===== src/rtl/hilo_pkg.sv =====
// Shared encodings and nominal latencies for the HI/LO multiply/divide sequencer.
package hilo_pkg;

  typedef enum logic [2:0] {
    OP_NOP   = 3'd0,
    OP_MULTU = 3'd1,
    OP_MULT  = 3'd2,
    OP_DIVU  = 3'd3,
    OP_DIV   = 3'd4,
    OP_MTHI  = 3'd5,
    OP_MTLO  = 3'd6,
    OP_RSVD  = 3'd7
  } op_e;

  typedef enum logic [2:0] {
    S_IDLE = 3'd0,
    S_MUL  = 3'd1,
    S_DIV  = 3'd2,
    S_FIX  = 3'd3,
    S_DONE = 3'd4
  } state_e;

  // Start-to-EN latencies for the default 32-bit datapath.
  localparam int DEFAULT_WIDTH = 32;
  localparam int MUL_CYCLES    = DEFAULT_WIDTH + 2;
  localparam int DIV_CYCLES    = DEFAULT_WIDTH + 2;
  localparam int DIV0_CYCLES   = 2;
  localparam int MT_CYCLES     = 1;

  function automatic logic op_is_signed(input logic [2:0] op);
    return (op == OP_MULT) || (op == OP_DIV);
  endfunction

  function automatic logic op_is_div(input logic [2:0] op);
    return (op == OP_DIVU) || (op == OP_DIV);
  endfunction

endpackage


===== src/rtl/hilo_muldiv_ctrl_dp.sv =====
// Iterative datapath: operand magnitudes, shift-add multiply / restoring divide
// step, and combinational two's-complement sign fixup of the final result.
module muldiv_iter_dp
  import hilo_pkg::*;
#(
  parameter int WIDTH = 32
) (
  input  logic             CLK,
  input  logic             RST,
  input  logic             Load,
  input  logic             IsDiv,
  input  logic             IsSigned,
  input  logic             Step,
  input  logic [WIDTH-1:0] SrcA,
  input  logic [WIDTH-1:0] SrcB,
  output logic             RestZero,
  output logic [WIDTH-1:0] ResHi,
  output logic [WIDTH-1:0] ResLo
);

  logic [2*WIDTH-1:0] acc_reg, acc_next;
  logic [2*WIDTH-1:0] mcand_reg, mcand_next;
  logic [WIDTH-1:0]   mplier_reg, mplier_next;
  logic [WIDTH-1:0]   divisor_reg, divisor_next;
  logic               is_div_reg, is_div_next;
  logic               neg_hi_reg, neg_hi_next;
  logic               neg_lo_reg, neg_lo_next;

  logic               sign_a, sign_b;
  logic [WIDTH-1:0]   mag_a, mag_b;
  logic [WIDTH:0]     rem_shift, rem_diff;
  logic [2*WIDTH-1:0] acc_neg;
  logic [WIDTH-1:0]   hi_neg, lo_neg;

  always_comb begin
    sign_a = IsSigned & SrcA[WIDTH-1];
    sign_b = IsSigned & SrcB[WIDTH-1];
    mag_a  = sign_a ? -SrcA : SrcA;
    mag_b  = sign_b ? -SrcB : SrcB;
  end

  // Partial remainder is one bit wider than the divisor after the left shift.
  always_comb begin
    rem_shift = {acc_reg[2*WIDTH-1:WIDTH], acc_reg[WIDTH-1]};
    rem_diff  = rem_shift - {1'b0, divisor_reg};
  end

  always_comb begin
    acc_next     = acc_reg;
    mcand_next   = mcand_reg;
    mplier_next  = mplier_reg;
    divisor_next = divisor_reg;
    is_div_next  = is_div_reg;
    neg_hi_next  = neg_hi_reg;
    neg_lo_next  = neg_lo_reg;
    if (Load) begin
      is_div_next = IsDiv;
      neg_lo_next = sign_a ^ sign_b;
      neg_hi_next = IsDiv ? sign_a : (sign_a ^ sign_b);
      if (IsDiv) begin
        acc_next     = {{WIDTH{1'b0}}, mag_a};
        divisor_next = mag_b;
        mcand_next   = '0;
        mplier_next  = '0;
      end else begin
        acc_next     = '0;
        mcand_next   = {{WIDTH{1'b0}}, mag_a};
        mplier_next  = mag_b;
        divisor_next = '0;
      end
    end else if (Step) begin
      if (is_div_reg) begin
        if (!rem_diff[WIDTH])
          acc_next = {rem_diff[WIDTH-1:0], acc_reg[WIDTH-2:0], 1'b1};
        else
          acc_next = {rem_shift[WIDTH-1:0], acc_reg[WIDTH-2:0], 1'b0};
      end else begin
        if (mplier_reg[0])
          acc_next = acc_reg + mcand_reg;
        mcand_next  = mcand_reg << 1;
        mplier_next = mplier_reg >> 1;
      end
    end
  end

  always_ff @(posedge CLK) begin
    if (RST) begin
      acc_reg     <= '0;
      mcand_reg   <= '0;
      mplier_reg  <= '0;
      divisor_reg <= '0;
      is_div_reg  <= 1'b0;
      neg_hi_reg  <= 1'b0;
      neg_lo_reg  <= 1'b0;
    end else begin
      acc_reg     <= acc_next;
      mcand_reg   <= mcand_next;
      mplier_reg  <= mplier_next;
      divisor_reg <= divisor_next;
      is_div_reg  <= is_div_next;
      neg_hi_reg  <= neg_hi_next;
      neg_lo_reg  <= neg_lo_next;
    end
  end

  // Multiplier bits still to be consumed after the current step.
  assign RestZero = (mplier_reg[WIDTH-1:1] == '0);

  // A product negates as one 2W-bit value; quotient and remainder negate separately.
  always_comb begin
    acc_neg = -acc_reg;
    hi_neg  = -acc_reg[2*WIDTH-1:WIDTH];
    lo_neg  = -acc_reg[WIDTH-1:0];
    if (is_div_reg) begin
      ResHi = neg_hi_reg ? hi_neg : acc_reg[2*WIDTH-1:WIDTH];
      ResLo = neg_lo_reg ? lo_neg : acc_reg[WIDTH-1:0];
    end else begin
      ResHi = neg_hi_reg ? acc_neg[2*WIDTH-1:WIDTH] : acc_reg[2*WIDTH-1:WIDTH];
      ResLo = neg_lo_reg ? acc_neg[WIDTH-1:0] : acc_reg[WIDTH-1:0];
    end
  end

endmodule


===== src/rtl/hilo_muldiv_ctrl.sv =====
// HI/LO multiply/divide sequencer: FSM, iteration counter and pipeline handshake.
// Define MULDIV_EARLY_OUT_EN to let MUL finish once the remaining multiplier bits are zero.
module hilo_muldiv_ctrl
  import hilo_pkg::*;
#(
  parameter int WIDTH = 32
) (
  input  logic             CLK,
  input  logic             RST,
  input  logic             Start,
  input  logic [2:0]       Op,
  input  logic [WIDTH-1:0] SrcA,
  input  logic [WIDTH-1:0] SrcB,
  input  logic [WIDTH-1:0] HiIn,
  input  logic [WIDTH-1:0] LoIn,
  input  logic             Read,
  output logic [WIDTH-1:0] DLo,
  output logic [WIDTH-1:0] DHi,
  output logic             EN,
  output logic             Busy,
  output logic             Stall,
  output logic             DivZero
);

  localparam int CNT_W = $clog2(WIDTH) + 1;
  localparam logic [CNT_W-1:0] LAST_ITER = CNT_W'(WIDTH - 1);
`ifdef MULDIV_EARLY_OUT_EN
  localparam bit EARLY_OUT = 1'b1;
`else
  localparam bit EARLY_OUT = 1'b0;
`endif

  state_e           state_reg, state_next;
  logic [CNT_W-1:0] cnt_reg, cnt_next;
  logic [WIDTH-1:0] dlo_reg, dlo_next;
  logic [WIDTH-1:0] dhi_reg, dhi_next;
  logic             en_reg, en_next;
  logic             busy_reg, busy_next;
  logic             dz_reg, dz_next;

  logic             dp_load, dp_step, dp_is_div, dp_signed;
  logic             rest_zero;
  logic [WIDTH-1:0] res_hi, res_lo;

  muldiv_iter_dp #(
    .WIDTH(WIDTH)
  ) u_dp (
    .CLK      (CLK),
    .RST      (RST),
    .Load     (dp_load),
    .IsDiv    (dp_is_div),
    .IsSigned (dp_signed),
    .Step     (dp_step),
    .SrcA     (SrcA),
    .SrcB     (SrcB),
    .RestZero (rest_zero),
    .ResHi    (res_hi),
    .ResLo    (res_lo)
  );

  always_comb begin
    state_next = state_reg;
    cnt_next   = cnt_reg;
    dlo_next   = dlo_reg;
    dhi_next   = dhi_reg;
    en_next    = 1'b0;
    dz_next    = 1'b0;
    dp_load    = 1'b0;
    dp_step    = 1'b0;
    dp_is_div  = op_is_div(Op);
    dp_signed  = op_is_signed(Op);
    case (state_reg)
      S_IDLE: begin
        if (Start) begin
          case (Op)
            OP_MTHI: begin
              dhi_next = SrcA;
              dlo_next = LoIn;
              en_next  = 1'b1;
            end
            OP_MTLO: begin
              dlo_next = SrcA;
              dhi_next = HiIn;
              en_next  = 1'b1;
            end
            OP_MULTU, OP_MULT: begin
              dp_load    = 1'b1;
              cnt_next   = '0;
              state_next = (EARLY_OUT && (SrcB == '0)) ? S_FIX : S_MUL;
            end
            OP_DIVU, OP_DIV: begin
              if (SrcB == '0) begin
                dhi_next   = SrcA;
                dlo_next   = '1;
                state_next = S_DONE;
              end else begin
                dp_load    = 1'b1;
                cnt_next   = '0;
                state_next = S_DIV;
              end
            end
            default: ;
          endcase
        end
      end
      S_MUL: begin
        dp_step  = 1'b1;
        cnt_next = cnt_reg + CNT_W'(1);
        if ((cnt_reg == LAST_ITER) || (EARLY_OUT && rest_zero))
          state_next = S_FIX;
      end
      S_DIV: begin
        dp_step  = 1'b1;
        cnt_next = cnt_reg + CNT_W'(1);
        if (cnt_reg == LAST_ITER)
          state_next = S_FIX;
      end
      S_FIX: begin
        dhi_next   = res_hi;
        dlo_next   = res_lo;
        en_next    = 1'b1;
        state_next = S_DONE;
      end
      S_DONE: begin
        // Arriving from FIX the write pulse is already up; a divide-by-zero raises it here.
        if (en_reg) begin
          state_next = S_IDLE;
        end else begin
          en_next = 1'b1;
          dz_next = 1'b1;
        end
      end
      default: state_next = S_IDLE;
    endcase
    busy_next = (state_next != S_IDLE);
  end

  always_ff @(posedge CLK) begin
    if (RST) begin
      state_reg <= S_IDLE;
      cnt_reg   <= '0;
      dlo_reg   <= '0;
      dhi_reg   <= '0;
      en_reg    <= 1'b0;
      busy_reg  <= 1'b0;
      dz_reg    <= 1'b0;
    end else begin
      state_reg <= state_next;
      cnt_reg   <= cnt_next;
      dlo_reg   <= dlo_next;
      dhi_reg   <= dhi_next;
      en_reg    <= en_next;
      busy_reg  <= busy_next;
      dz_reg    <= dz_next;
    end
  end

  assign DLo     = dlo_reg;
  assign DHi     = dhi_reg;
  assign EN      = en_reg;
  assign Busy    = busy_reg;
  assign DivZero = dz_reg;
  assign Stall   = busy_reg & (Read | Start);

endmodule


===== config.mk =====
export PLATFORM = sky130hd
export DESIGN_NAME = hilo_muldiv_ctrl
export DESIGN_NICKNAME = d
export VERILOG_FILES = /design/src/rtl/hilo_pkg.sv /design/src/rtl/hilo_muldiv_ctrl_dp.sv /design/src/rtl/hilo_muldiv_ctrl.sv
export SDC_FILE = /design/constraint.sdc
export NUM_CORES = 1
export LEC_CHECK = 0
export CORE_MARGIN = 10
export CORE_UTILIZATION = 50
export DETAILED_ROUTE_END_ITERATION = 10
export GPL_TIMING_DRIVEN = 0
export PLACE_DENSITY = 0.74
export SYNTH_ARGS = -nofsm -noshare
export SYNTH_HDL_FRONTEND = slang
export SYNTH_HIERARCHICAL = 1
export SYNTH_SLANG_ARGS = --single-unit

===== constraint.sdc =====
create_clock -name CLK -period 4.1 [get_ports CLK]
set_clock_uncertainty 0.15 [all_clocks]
set_input_delay 0.82 -clock CLK [delete_from_list [all_inputs] [get_ports CLK]]
set_output_delay 0.82 -clock CLK [all_outputs]
set_load 0.02 [all_outputs]

Yosys cells after proc, flatten, opt, wreduce, memory -nomap -nowiden
Cells that the tools add are included.

cells by class
  add/subtract/negate cells = 8
  muxes and demuxes = 51
  equal/unequal tests = 17
  bitwise logic cells = 6
  reduce and logical (&&, ||, !) cells = 18

operators with widths
  cell                   number
  $mux W32               19
  $mux W64               8
  $pmux W32 S3           2
  $neg A32 Y32           4
  $pmux W32 S2           2
  $add A64 B64 Y64       1
  $neg A64 Y64           1
  $sub A33 B32 Y33       1
  $logic_not A32 Y1      1
  $pmux W6 S2            2
  $eq A3 B2 Y1 const B   4
  $eq A3 B3 Y1 const B   4
  $mux W3                4
  $mux W6                2
  $pmux W3 S4            1
  $reduce_or A2 Y1       5
  $mux W1                8
  $reduce_and A4 Y1      2
  $add A6 B1 Y6 const B  1
  $eq A3 B1 Y1 const B   2
  $eq A6 B5 Y1 const B   1
  $ne A3 B3 Y1 const B   2
  $pmux W3 S2            1
  $reduce_bool A2 Y1     3
  other kinds (13)       19

storage, ports and cells
  bits in registers = 271
  logic and storage cells = 114

Depth between registers and ports, before layout
Gate-level depths: netlist of run 1.

  word-level depth = 7
  gate-level depth with buffers = 15
  depth with buffers taken out = 13

Cells and area by module
Netlist of run 1, hierarchy kept.

modules (own cells, without submodules)
  module            times used  cells each  sequential area each (um2)  area each (um2)
  muldiv_iter_dp    1           2,182       3,903.7                     16,203.0
  hilo_muldiv_ctrl  1           548         1,521.5                     4,538.1

Least setup slack after synthesis of run 1
No wires, ideal clock.

  path kind = reg-to-reg
  start point = register u_dp.acc_reg[31]
  end point = register u_dp.acc_reg[61]
  arrival = 3,548 ps
  stages on the path, launching flop included = 15
  buffers on the path = 2
  setup time = 132 ps
  period minus slack after synthesis = 3,830 ps
  setup slack = 270 ps
  cell sequence = dfxtp_1 > inv_1 > ha_1 > fa_1 > nand2b_1 > a21o_1 > a21o_1 > o41ai_2 > a21oi_1 > mux2_2 > or2_2 > clkbuf_1 > clkbuf_1 > a221oi_1 > o22ai_1

between the ends
  cells in the longest elaborated chain, start to end = 5
  elaborated cells on any way between the ends = 7

ends and longest elaborated chain
  element                                                      line                                                  text
  start: declaration                                           hilo_muldiv_ctrl_dp.sv:21                             logic [2*WIDTH-1:0] acc_reg, acc_next;
  start signal: assignment                                     hilo_muldiv_ctrl_dp.sv:96                             acc_reg <= acc_next;
  $add A64 B64 Y64 / $sub A33 B32 Y33 (equally long branches)  hilo_muldiv_ctrl_dp.sv:79, hilo_muldiv_ctrl_dp.sv:45
  $mux W64, on equally long branches                           hilo_muldiv_ctrl_dp.sv:78, hilo_muldiv_ctrl_dp.sv:73
  $mux W64 (*)                                                 hilo_muldiv_ctrl_dp.sv:72                             if (is_div_reg) begin
  $mux W64 (*)                                                 hilo_muldiv_ctrl_dp.sv:71                             end else if (Step) begin
  $mux W64 (*)                                                 hilo_muldiv_ctrl_dp.sv:56                             if (Load) begin

Mark *: on every way between the ends. The rest lies on a longest branch, timed or not. The select of a mux whose other input is x is not followed.
A chain may end at the register's enable or synchronous reset.

Worst setup path in the final report of run 1
  start point = register u_dp.acc_reg[20]
  end point = register u_dp.acc_reg[59]

between the ends
  cells in the longest elaborated chain, start to end = 5

ends and longest elaborated chain
  element           line                       text
  $add A64 B64 Y64  hilo_muldiv_ctrl_dp.sv:79  acc_next = acc_reg + mcand_reg;
  $mux W64          hilo_muldiv_ctrl_dp.sv:78  if (mplier_reg[0])
  $mux W64          hilo_muldiv_ctrl_dp.sv:72
  $mux W64          hilo_muldiv_ctrl_dp.sv:71
  $mux W64          hilo_muldiv_ctrl_dp.sv:56

Every way passes these cells. The select of a mux whose other input is x is not followed.

==> flow_summary.yaml, run 1 <==
global_route:
  gr-total-overflow: 0
  grt_max_degree: 13
  grt_pass1_vias: 21900
  grt_pass1_wl_um: 133600
  grt_use_total: 0.3433
  antenna_found_initial: 1
sta:
  period_needed_ns: 4.044
  hold_viol_final: 0
  worst_pin_slew_ns: 1.210
  hold_slack_ns: 0.3215
  setup-tns-final_ns: 0
  slew_headroom: 0.1934
  final_max_slew_viol_count: 0
  max_freq_mhz: 247.3
  finalCritPeriodShare: 0.9863
  setup_viol: 0
cts:
  insertion_delay_ns: 0.56
  cts_root_buf: "clkbuf_16"
  cts_hold_buf: 0
  clkTransAtPathRegs_ns: 0.06
  cts.sinks: 271
  clockBufferDepth: 3
  cts_tree: "done"
  cts-buffers-inserted: 34
  cts_max_level: 2
worst_setup_path:
  cp-start-kind: "flop"
  arrival_ns: 4.31
  crit_path_top_delay_cell: "dfxtp_1"
  worstPathCellList: "ha_1 > clkbuf_1 > a21oi_1 > o21ba_2 > o32ai_1 > o2bb2ai_2 > nand3_2 > a221oi_2 > a21oi_1 > or3_1 > a21oi_1 > o21ai_0"
  cp-end-kind: "flop"
  cp_max_fo: 7
  critical_path_class: "reg2reg"
  slowest_delay_ns: 0.54
  cpMostUsedCell: "a21oi_1"
  worstPathRequired_ns: 4.36
  crit_buf_inv: 1
  crit_family: "compound AO/OA/AOI/OAI gates"
placed_design:
  portBuffers: 200
  dp_hpwl_um: 71980
  gp_congestion: 1.025
hold_path:
  min_path_type: "reg2reg"
floorplanning:
  die_h_um: 223.4
  coreArea_um2: 40830
  start_util: 0.5064
  dieArea_um2: 49890
  io_pins: 203
  row_count: 74
  die_x_um: 223.4
power:
  vdd_drop_max_v: 0.0003435
  power_density_nw_per_um2: 408.0
  p_leak_nw: 9.620
final_layout:
  drive_gt1_frac: 0.07831
  area_growth_pct: 20.18
  final_cell_mix: "nor2_1 (314), a21oi_1 (307), dfxtp_1 (266)"
  final_common_cell: "nor2_1"
  fin_nets: 3204
  multi_input_area_um2: 14370
  seq_area_um2: 5434
  nFillCells: 3824
  num_antenna_cells: 0
routing:
  avgViaCountPerCell: 6.643
  wire_per_inst_um: 25.75
  drtPass1Iterations: 6
  drc: 0
  routed_wirelength_um: 90650
  drtAntennaViolNets: 0
  dr_total_vias: 23382
  drt-initial-drc-count: 3225
synth:
  yosysWarnings: 6
  syn_area_per_cell_um2: 7.604
  syn-cell-area_um2: 20680
  syn_nets: 2956
  syn_inst: 2719
job:
  max-cap-violations: 0
outcome:
  outcome: "finished, final reports clean"
[through the flow]
| step | area [µm²] | worst slack [ns] | std cells | util | total power, mW |
|---|---|---|---|---|---|
| 6_report | 24850 | 0.05613 | 3520 | 0.6086 | 10.14 |
| 5_1_grt | 24850 | -0.01329 | 3520 | 0.6086 | 10.52 |
| 4_1_cts | 24650 | 0.004761 | 3513 | 0.6036 | 9.930 |
| 3_5_place_dp | 23340 | -2.092 | 3451 | 0.5717 | 6.855 |
| 3_3_place_gp | 23340 | -2.037 | 3451 | 0.5717 | 6.798 |
| 2_1_floorplan | 20680 | 0.2696 | 2719 | - | 5.535 |
[what timing repair did]
action                                  in CTS  in global routing
endpoints found under the setup margin     196                168
resized for setup                           42                 64
pin swaps                                    6                  4
setup buffers                                8                  7
gates cloned                                 0                  0
[worst min-delay path, cell delays in order, from the launching register on]
cell and delay, ns:
dfxtp_1 0.29, inv_1 0.06, a211oi_1 0.06
[metal layers]
layer | track usage | wire, µm | up-vias | part of all wire
met4 | 0.1663 | 4770 | 2 | 0.053
li1 | - | - | 10558 | -
met3 | 0.07440 | 10360 | 263 | 0.11
met2 | 0.5309 | 38940 | 1488 | 0.43
met1 | 0.4446 | 36570 | 11071 | 0.40
met5 | 0 | 13 | - | 0.00014
[worst paths after layout]
check	cells after the start	startpoint	endpoint	slack (ns)
min	2	u_dp/mplier_reg[26]	u_dp/mplier_reg[26]	0.32
min reg2reg	2	u_dp/mplier_reg[26]	u_dp/mplier_reg[26]	0.32
max reg2reg	12	u_dp/acc_reg[20]	u_dp/acc_reg[59]	0.06
max	12	u_dp/acc_reg[20]	u_dp/acc_reg[59]	0.06
[report_power, final]
| part | total, mW | switching [mW] | leakage [nW] | internal [mW] |
|---|---|---|---|---|
| clock network | 3.03 | 1.21 | 0.543 | 1.82 |
| logic | 3.89 | 2.44 | 6.87 | 1.45 |
| registers | 3.22 | 0.311 | 2.21 | 2.91 |
| total | 10.1 | 3.97 | 9.62 | 6.17 |
[area by class of cell]
class | instances | share of cell area
sequential | 271 | 0.2187
timing repair buffer | 215 | 0.08520
inverter | 87 | 0.01329
multi-input combinational | 2171 | 0.5784
clock inverter | 6 | 0.002568
clock buffer | 51 | 0.04209
tap | 532 | 0.02679
buffer | 187 | 0.03298
Note: power is estimated with default switching activity, not from simulation.
==> run 2, diff against run 1 <==
ABC_AREA = 1   (was default)
PLACE_DENSITY = 0.73   (was 0.74)
==> run 2 against run 1 <==
Worst hold slack got worse by 0.024 ns. Combinational power grew 48%. Wire length up 26%. Largest power group unchanged. Global-route usage increased by 1.8 points. Synthesized area grew 22%. Register-to-register slack better by 0.57 ns. Sequential cell count stayed put. Power up 17%. Clock-buffer cell count fell by 11. Non-clock buffer count decreased by 23.
==> flow_summary.yaml, run 2 <==
synth:
  syn-cell-area_um2: 25270
  syn_area_per_cell_um2: 5.591
  yosysWarnings: 6
  syn_nets: 4757
  syn_inst: 4520
cts:
  cts_root_buf: "clkbuf_16"
  clkTransAtPathRegs_ns: 0.06
  cts_max_level: 1
  cts_hold_buf: 0
  insertion_delay_ns: 0.61
  clockBufferDepth: 3
  cts-buffers-inserted: 31
  cts_tree: "done"
  cts.sinks: 271
floorplanning:
  die_h_um: 244.8
  io_pins: 203
  die_x_um: 244.8
  start_util: 0.5047
  row_count: 82
  dieArea_um2: 59930
  coreArea_um2: 50070
global_route:
  use_met1: 0.4483
  grt_most_used_layer: "met2"
  grt_use_total: 0.3613
  grt_max_degree: 15
  gr-usage-met3: 0.06386
  antenna_found_initial: 5
  grt_pass1_vias: 27791
  gr-total-overflow: 0
  grt_pass1_wl_um: 166900
  met2_usage: 0.5732
final_layout:
  finish.utilization: 0.5850
  final_cell_mix: "nand2_1 (1470), inv_1 (641), nor2_1 (497)"
  final_common_cell: "nand2_1"
  drive_gt1_frac: 0.04308
  area_growth_pct: 15.91
  fin_nets: 4996
routing:
  drc: 0
  wire_per_inst_um: 20.86
  drtAntennaViolNets: 0
  drt-initial-drc-count: 3472
  avgViaCountPerCell: 5.617
  routed_wirelength_um: 113800
  drtPass1Iterations: 7
  dr_total_vias: 30651
job:
  max-cap-violations: 0
power:
  power_density_nw_per_um2: 406.7
  power.total_mw: 11.91
  vdd_drop_max_v: 0.0004673
  p_leak_nw: 14.37
worst_setup_path:
  worstPathRequired_ns: 4.43
  reg2reg_depth: 12
  arrival_ns: 4.38
  ff2ff_setup_slack_ns: 0.63
  r2r-end: "u_dp/acc_reg[51]"
  critical_path_class: "in2reg"
  cp_max_fo: 10
  r2r_start: "u_dp/acc_reg[46]"
  cp-start-kind: "input pin"
  cp-end-kind: "flop"
sta:
  hold_viol_final: 0
  final_max_slew_viol_count: 0
  setup_viol: 0
  slew_headroom: 0.3038
  finalCritPeriodShare: 0.9872
  setup-tns-final_ns: 0
  max_freq_mhz: 247.1
  worst_pin_slew_ns: 1.044
  period_needed_ns: 4.048
hold_path:
  min_path_cells: 1
  min_from: "EN"
  min_path_type: "reg2reg"
  min_to: "DivZero"
placed_design:
  dp_hpwl_um: 93890
  portBuffers: 202
  gp_congestion: 1.021
outcome:
  outcome: "finished, final reports clean"
[run 2: metal layers]
| layer | vias to the layer above | share of wire |
|---|---|---|
| met4 | 6 | 0.076 |
| met2 | 1586 | 0.43 |
| met1 | 13813 | 0.40 |
| li1 | 14804 | - |
| met5 | - | 0.00042 |
| met3 | 442 | 0.093 |
[run 2: worst max path at each step]
| stage | start | end | slack [ns] | cells past startpoint |
|---|---|---|---|---|
| 2_1_floorplan | SrcB[31] | u_dp/acc_reg[50] | 1.03 | 16 |
| 3_3_place_gp | Op[2] | u_dp/mplier_reg[18] | -1.16 | 14 |
| 3_5_place_dp | Op[2] | u_dp/mplier_reg[18] | -1.17 | 14 |
| 4_1_cts | SrcB[25] | u_dp/acc_reg[46] | 0.05 | 17 |
| 5_1_grt | SrcB[25] | u_dp/acc_reg[22] | -0.04 | 19 |
| 6_report | Op[2] | u_dp/mplier_reg[0] | 0.05 | 15 |
[run 2: worst max-delay path, stage by stage]
cell and delay (ns):
clkdlybuf4s50_1 0.56, inv_1 0.08, nand3_1 0.09, nand2_1 0.29, nand3_1 0.26, nand3_4 0.16, nor2_1 0.37, buf_2 0.34
nor2_1 0.12, nor2_4 0.39, inv_2 0.10, buf_2 0.26, clkbuf_4 0.28, a21oi_1 0.14, a21oi_1 0.08
[run 2: final cells by class]
type | instances | area, µm²
antenna | 3 | 7.507
buffer | 173 | 885.9
clock buffer | 40 | 839.6
clock inverter | 16 | 197.7
fill | 5304 | 20780
inverter | 657 | 2470
multi-input combinational | 3419 | 16570
sequential | 271 | 5425
tap | 672 | 840.8
timing repair buffer | 206 | 2054
[run 2: stage by stage]
stage                     instances  instance area [µm²]  setup slack, ns  hold slack [ns]
after floorplan                4520                25270            1.025           0.2945
after global placement         5394                28130           -1.159           0.2834
after detailed placement       5394                28130           -1.169           0.2897
after CTS                      5450                29200          0.04948           0.2989
after global routing           5457                29290         -0.03608           0.3074
final                          5457                29290          0.05247           0.2980
[run 2: repair_timing]
action,4_1_cts,5_1_grt
resized for setup,11,34
endpoints found under the setup margin,177,149
pin swaps,0,1
buffers inserted,0,4
[run 2: where the power goes]
part	switching [mW]	leakage [nW]	internal, mW
sequential	0.353	2.21	2.90
combinational	3.90	11.7	1.84
clock	1.22	0.505	1.69
total	5.47	14.4	6.44
